--- config.mk ---
export PLATFORM = sky130hd
export DESIGN_NAME = fetch_decode_ctrl_flat
export DESIGN_NICKNAME = d
export VERILOG_FILES = /design/src/rtl/fetch_decode_ctrl_if.sv /design/src/rtl/fetch_decode_ctrl.sv /design/src/flat_wrapper.sv
export SDC_FILE = /design/constraint.sdc
export NUM_CORES = 1
export LEC_CHECK = 0
export ABC_AREA = 0
export CORE_MARGIN = 3
export CORE_UTILIZATION = 43
export DETAILED_ROUTE_END_ITERATION = 8
export GPL_ROUTABILITY_DRIVEN = 0
export PLACE_DENSITY_LB_ADDON = 0.1
export RECOVER_POWER = 100
export SLEW_MARGIN = 20
export SYNTH_ARGS = -nofsm -noshare
export SYNTH_HDL_FRONTEND = slang
export SYNTH_SLANG_ARGS = --single-unit
--- constraint.sdc ---
create_clock -name clk -period 2.1 [get_ports clk]
set_input_delay 0.525 -clock clk [delete_from_list [all_inputs] [get_ports clk]]
set_output_delay 0.525 -clock clk [all_outputs]
set_load 0.05 [all_outputs]
--- src/rtl/fetch_decode_ctrl_if.sv ---
// Bundle between the fetch/decode control block and the program memory / decode stage.
// The master modport is the control block; the slave modport is the program-memory side.
interface fetch_decode_ctrl_if;
  logic [31:0] ins;
  logic [15:0] current_address;
  logic        zero_flag;
  logic        hold;
  logic [15:0] jmp_loc;
  logic        pc_mux_sel;
  logic        stall;
  logic        stall_pm;
  logic [31:0] dec_ins;
  logic [15:0] dec_address;
  logic        dec_valid;
  logic        halted;

  modport master (
    input  ins, current_address, zero_flag, hold,
    output jmp_loc, pc_mux_sel, stall, stall_pm,
    output dec_ins, dec_address, dec_valid, halted
  );

  modport slave (
    output ins, current_address, zero_flag, hold,
    input  jmp_loc, pc_mux_sel, stall, stall_pm,
    input  dec_ins, dec_address, dec_valid, halted
  );
endinterface

--- src/rtl/fetch_decode_ctrl.sv ---
// Fetch control and decode register: resolves jumps, inserts load-use bubbles,
// flushes the wrong-path slot after a taken jump and implements halt.
module fetch_decode_ctrl (
  input  logic                clk,
  input  logic                reset,
  fetch_decode_ctrl_if.master bus
);
  localparam logic [31:0] NOP     = 32'h0000_0000;
  localparam logic [4:0]  OP_JMP  = 5'b11000;
  localparam logic [4:0]  OP_JZ   = 5'b11001;
  localparam logic [4:0]  OP_JNZ  = 5'b11010;
  localparam logic [4:0]  OP_LOAD = 5'b10100;
  localparam logic [4:0]  OP_HLT  = 5'b11111;

  typedef enum logic [1:0] {RUN, FLUSH, HALT} state_t;

  state_t      state_reg, state_next;
  logic [15:0] jmp_loc_reg, jmp_loc_next;
  logic        pc_mux_sel_reg, pc_mux_sel_next;
  logic [31:0] dec_ins_reg, dec_ins_next;
  logic [15:0] dec_address_reg, dec_address_next;
  logic        dec_valid_reg, dec_valid_next;
  logic        ld_pend_reg, ld_pend_next;
  logic [3:0]  ld_rd_reg, ld_rd_next;

  logic [4:0]  op;
  logic [3:0]  rd, rs1, rs2;
  logic [15:0] imm;
  logic        haz;
  logic        jump_taken;

  assign op  = bus.ins[31:27];
  assign rd  = bus.ins[25:22];
  assign rs1 = bus.ins[21:18];
  assign rs2 = bus.ins[17:14];
  assign imm = bus.ins[15:0];

  // Register fields are compared regardless of opcode, so a dependent jump also waits.
  assign haz = (state_reg == RUN) && ld_pend_reg && ((rs1 == ld_rd_reg) || (rs2 == ld_rd_reg));

  always_comb begin
    jump_taken = 1'b0;
    case (op)
      OP_JMP:  jump_taken = 1'b1;
      OP_JZ:   jump_taken = bus.zero_flag;
      OP_JNZ:  jump_taken = ~bus.zero_flag;
      default: jump_taken = 1'b0;
    endcase
  end

  always_comb begin
    state_next       = state_reg;
    jmp_loc_next     = jmp_loc_reg;
    pc_mux_sel_next  = pc_mux_sel_reg;
    dec_ins_next     = dec_ins_reg;
    dec_address_next = dec_address_reg;
    dec_valid_next   = dec_valid_reg;
    ld_pend_next     = ld_pend_reg;
    ld_rd_next       = ld_rd_reg;
    if (!bus.hold) begin
      case (state_reg)
        HALT: begin
          dec_ins_next   = NOP;
          dec_valid_next = 1'b0;
          ld_pend_next   = 1'b0;
        end
        FLUSH: begin
          // The slot after a taken jump is always wrong-path, even if the target is address + 1.
          dec_ins_next    = NOP;
          dec_valid_next  = 1'b0;
          ld_pend_next    = 1'b0;
          pc_mux_sel_next = 1'b0;
          state_next      = RUN;
        end
        default: begin
          if (haz) begin
            dec_ins_next   = NOP;
            dec_valid_next = 1'b0;
            ld_pend_next   = 1'b0;
          end else begin
            dec_ins_next     = bus.ins;
            dec_address_next = bus.current_address;
            dec_valid_next   = 1'b1;
            ld_pend_next     = (op == OP_LOAD);
            ld_rd_next       = rd;
            if (jump_taken) begin
              jmp_loc_next    = imm;
              pc_mux_sel_next = 1'b1;
              state_next      = FLUSH;
            end else if (op == OP_HLT) begin
              state_next = HALT;
            end
          end
        end
      endcase
    end
  end

  always_ff @(posedge clk or negedge reset) begin
    if (!reset) begin
      state_reg       <= RUN;
      jmp_loc_reg     <= 16'h0000;
      pc_mux_sel_reg  <= 1'b0;
      dec_ins_reg     <= NOP;
      dec_address_reg <= 16'h0000;
      dec_valid_reg   <= 1'b0;
      ld_pend_reg     <= 1'b0;
      ld_rd_reg       <= 4'h0;
    end else begin
      state_reg       <= state_next;
      jmp_loc_reg     <= jmp_loc_next;
      pc_mux_sel_reg  <= pc_mux_sel_next;
      dec_ins_reg     <= dec_ins_next;
      dec_address_reg <= dec_address_next;
      dec_valid_reg   <= dec_valid_next;
      ld_pend_reg     <= ld_pend_next;
      ld_rd_reg       <= ld_rd_next;
    end
  end

  assign bus.stall       = bus.hold | haz | (state_reg == HALT);
  assign bus.stall_pm    = bus.stall;
  assign bus.halted      = (state_reg == HALT);
  assign bus.jmp_loc     = jmp_loc_reg;
  assign bus.pc_mux_sel  = pc_mux_sel_reg;
  assign bus.dec_ins     = dec_ins_reg;
  assign bus.dec_address = dec_address_reg;
  assign bus.dec_valid   = dec_valid_reg;
endmodule
--- src/flat_wrapper.sv ---
// flat-port wrapper written by rule: the top's interface ports become plain ports
module fetch_decode_ctrl_flat 
  (clk, reset, bus_ins, bus_current_address, bus_zero_flag, bus_hold, bus_jmp_loc, bus_pc_mux_sel, bus_stall, bus_stall_pm, bus_dec_ins, bus_dec_address, bus_dec_valid, bus_halted);
  fetch_decode_ctrl_if bus_i ();
  input  logic clk;
  input  logic reset;
  input wire logic [$bits(bus_i.ins)-1:0] bus_ins;
  input wire logic [$bits(bus_i.current_address)-1:0] bus_current_address;
  input wire logic [$bits(bus_i.zero_flag)-1:0] bus_zero_flag;
  input wire logic [$bits(bus_i.hold)-1:0] bus_hold;
  output wire logic [$bits(bus_i.jmp_loc)-1:0] bus_jmp_loc;
  output wire logic [$bits(bus_i.pc_mux_sel)-1:0] bus_pc_mux_sel;
  output wire logic [$bits(bus_i.stall)-1:0] bus_stall;
  output wire logic [$bits(bus_i.stall_pm)-1:0] bus_stall_pm;
  output wire logic [$bits(bus_i.dec_ins)-1:0] bus_dec_ins;
  output wire logic [$bits(bus_i.dec_address)-1:0] bus_dec_address;
  output wire logic [$bits(bus_i.dec_valid)-1:0] bus_dec_valid;
  output wire logic [$bits(bus_i.halted)-1:0] bus_halted;
  assign bus_i.ins = bus_ins;
  assign bus_i.current_address = bus_current_address;
  assign bus_i.zero_flag = bus_zero_flag;
  assign bus_i.hold = bus_hold;
  assign bus_jmp_loc = bus_i.jmp_loc;
  assign bus_pc_mux_sel = bus_i.pc_mux_sel;
  assign bus_stall = bus_i.stall;
  assign bus_stall_pm = bus_i.stall_pm;
  assign bus_dec_ins = bus_i.dec_ins;
  assign bus_dec_address = bus_i.dec_address;
  assign bus_dec_valid = bus_i.dec_valid;
  assign bus_halted = bus_i.halted;
  fetch_decode_ctrl u_core (.clk(clk), .reset(reset), .bus(bus_i));
endmodule
==> summary.md <==
| Metric | Value |
|---|---|
| Critical path arrival | `1.86 ns` |
| Footprint of the multi-input gates | `about 0.0012 sq mm` |
| Starting Density | `0.455` |
| Die footprint | `0.00790 sq mm` |
| Core area | `0.00649 sq mm` |
| Diode count | `0` |
| Slew Viols, Final | `0` |
| Synthesized Nets | `250` |
| Min Tclk post-route | `2.39 ns` |
| Drt total wl | `7.55 mm` |
| Top fanout value on the critical path | `2` |
| Clock Skews | `0.00930 ns` |
| CTS tree | `yes` |
| Mapped cell area | `between 0.002 and 0.003 sq mm` |
| Post-route total power | `8.35 mW` |
| Final net count | `394` |
| Leakage | `2.17 nW` |
| Num rows | `29` |
| Hold_buf cts | `0` |
| All-Layer GR Usage | `0.203` |
| Area growth syn-to-layout | `58.4%` |
| HP Class | `in -> async` |
| Post-Synthesis Cells | `195` |
| Critical Path Start Type | `register` |
| Initial antenna violation count | `0` |
| Post-route cell area | `0.00468 sq mm` |
| Max Clock Freq | `418 MHz` |
| Pre-Repair DR Iteration Count | `4` |
| Clock-pin transition on the worst setup and hold timing paths | `0.08 ns` |
| Distinct cell type count after synthesis | `31` |
| R2R Setup Slk | `-0.13 ns` |
| Tcrit/Tclk final | `1.14` |
| Max clock buf depth | `2` |
| Storage cell area | `0.00183 sq mm` |
| Max-Slew Margin vs Limit | `0.381` |
| Max reg flops | `32` |
| PwrDens | `1780 mW/mm^2` |
| Routed vias/inst | `roughly 5.1` |
| Placed cell area | `0.00439 sq mm` |
| First-pass GRT wire length | `12.0 mm` |
| Share of cells above drive strength 1 | `0.270` |
| Htree depth | `3` |
| Vias in the first global route | `2318` |
| Die width | `88.9 microns` |
| PnR worst setup slack | `-0.290 ns` |
| Total grt overflow | `0` |
| IO Port Bufs | `120` |
| Num CTS Buffers | `9` |
| Placed cells | `approximately 400` |
| Register bit total from synthesis | `73` |
| Setup CP Type | `reg -> out` |
| Pre-CTS setup slack | `-0.492 ns` |
| # IOs | `between 100 and 150` |
| # fillers | `approximately 480` |
| DRT iter0 DRCs | `54` |
| Sink Count | `73` |
| WL per Instance | `17.9 microns` |
| Tightest Pin Transition | `roughly 0.93 ns` |
| Seq/Total Area, Yosys | `0.618` |
| Non-filler instance count after layout | `421` |
| Failing checks | `negative setup slack` |
| Unrepaired setup endpoints after global routing | `true` |
| Largest net degree at the start of global routing | `40` |
| Syn_area_per_cell | `15.2 sq um` |
| Worst-Skew Late Latency | `0.34 ns` |
| Crit. End Element | `primary output` |
| Vias after detailed routing | `2165` |
| Post-DRT Antenna Nets | `0` |
| Final setup vio count | `18` |
| # DRC | `0` |
| Outcome | `complete, but fails checks` |
| Root buf cell | `clkbuf_8` |
| Final Hold Viols | `0` |
| Peak VDD IR | `about 0.98 mV` |
| Max Cap Violations | `0` |
| Hpwl dp | `5.10 mm` |
| Die Y | `between 80 and 90 microns` |
| Yosys Warn Count | `0` |
| Worst Path Required | `1.57 ns` |
[final timing paths]
path	startpoint	endpoint	depth (start not counted)
setup / recovery	u_core.ld_rd_reg[2]$_DFFE_PN0P_	bus_stall_pm	7
hold / removal	reset	u_core.bus.dec_address[3]$_DFFE_PN0P_	1
setup reg to reg	u_core.ld_rd_reg[2]$_DFFE_PN0P_	u_core.bus.jmp_loc[3]$_DFFE_PN0P_	10
hold reg to reg	u_core.bus.dec_valid$_DFFE_PN0N_	u_core.bus.dec_valid$_DFFE_PN0N_	1
max in group asynchronous	reset	u_core.bus.jmp_loc[0]$_DFFE_PN0P_	2
min in group clk	u_core.bus.dec_valid$_DFFE_PN0N_	u_core.bus.dec_valid$_DFFE_PN0N_	1
[per-stage QoR]
stage               TNS (ns)  utilization  hold WS (ns)
finish                 -2.46        0.721         0.278
global route           -4.25        0.721         0.342
CTS                    -1.20        0.723         0.137
detailed placement    -26.22        0.675         0.470
global placement      -34.63        0.675         0.466
floorplan                  0            -         0.229
[layout by cell type, fill, tap and decap left out, types with 3 or more instances in the layout]
master / Yosys / layout
mux2_2: 20 / 4
mux2_4: 16 / 32
nor2_1: 3 / 3
clkdlybuf4s50_1: 0 / 93
xor2_1: 8 / 7
buf_12: 0 / 5
clkbuf_1: 4 / 16
buf_4: 1 / 18
clkbuf_8: 0 / 9
dlygate4sd2_1: 0 / 7
dfrtp_1: 73 / 73
inv_1: 4 / 4
buf_6: 3 / 3
a22o_1: 32 / 32
ha_1: 3 / 3
[critical path: stages (launching register included)]
cell and delay (ns):
dfrtp_1 0.40, buf_6 0.13, xor2_2 0.17, nor4_2 0.33, o211ai_2 0.14, buf_6 0.14
nand2_4 0.08, buf_12 0.14
[cell usage after synthesis (all sizes together)]
cell | n | share of area
nand3 | 2 | 0.0051
nor4b | 1 | 0.0030
a31oi | 1 | 0.0021
o221ai | 1 | 0.0030
buf | 8 | 0.021
a2111oi | 1 | 0.0051
and2 | 2 | 0.0042
clkbuf | 4 | 0.0051
mux2 | 36 | 0.16
a21o | 1 | 0.0025
inv | 4 | 0.0051
o21ai | 1 | 0.0017
a211oi | 1 | 0.0025
a22o | 32 | 0.095
nor2 | 3 | 0.0038
xor2 | 8 | 0.024
a32o | 1 | 0.0034
nor4 | 2 | 0.0042
nand2 | 3 | 0.0038
ha | 3 | 0.013
nor2b | 1 | 0.0021
a22oi | 1 | 0.0025
and4 | 1 | 0.0030
nor3 | 1 | 0.0017
dfrtp | 73 | 0.62
o211ai | 1 | 0.0042
nand2b | 2 | 0.0042
[logic make-up (layout without fill, tap and decap cells)]
family | count (synthesis) | count (layout) | synth area share
multiplexers | 36 | 36 | 0.157
buffers and inverters | 16 | 165 | 0.0309
adder cells (fa/ha/maj) | 3 | 3 | 0.0127
flip-flops | 73 | 73 | 0.618
AND/OR/NAND/NOR | 18 | 18 | 0.0351
AO/OA/AOI/OAI | 41 | 41 | 0.122
XOR/XNOR | 8 | 8 | 0.0237
[cell type report]
type                    instances  share of cell area
flip-flops and latches         73               0.390
clock inverters                 7              0.0203
repair buffers                145               0.290
inverters                       4             0.00321
clock buffers                   9              0.0265
multi-input cells             106               0.249
well taps                      77              0.0206
[where the power goes]
| part | internal (mW) | leakage, nW | switching, mW |
|---|---|---|---|
| Clock | 0.668 | 0.109 | 0.530 |
| Sequential | 2.01 | 0.897 | 0.363 |
| Combinational | 1.85 | 1.16 | 2.92 |
[metal layers]
layer,global-route usage,routed length [microns],vias to the layer above
li1,-,-,1005
met1,0.259,3190,1069
met2,0.329,3780,81
met3,0.0525,447,10
met4,0.0824,132,0
met5,0,0,-
[repair_timing]
action | in CTS | in global routing
pin swaps | 3 | 2
gates cloned | 1 | 0
gates resized for setup | 16 | 33
buffers inserted | 3 | 2
setup endpoints to repair | 39 | 32
Note: power is estimated with default switching activity, not from simulation.
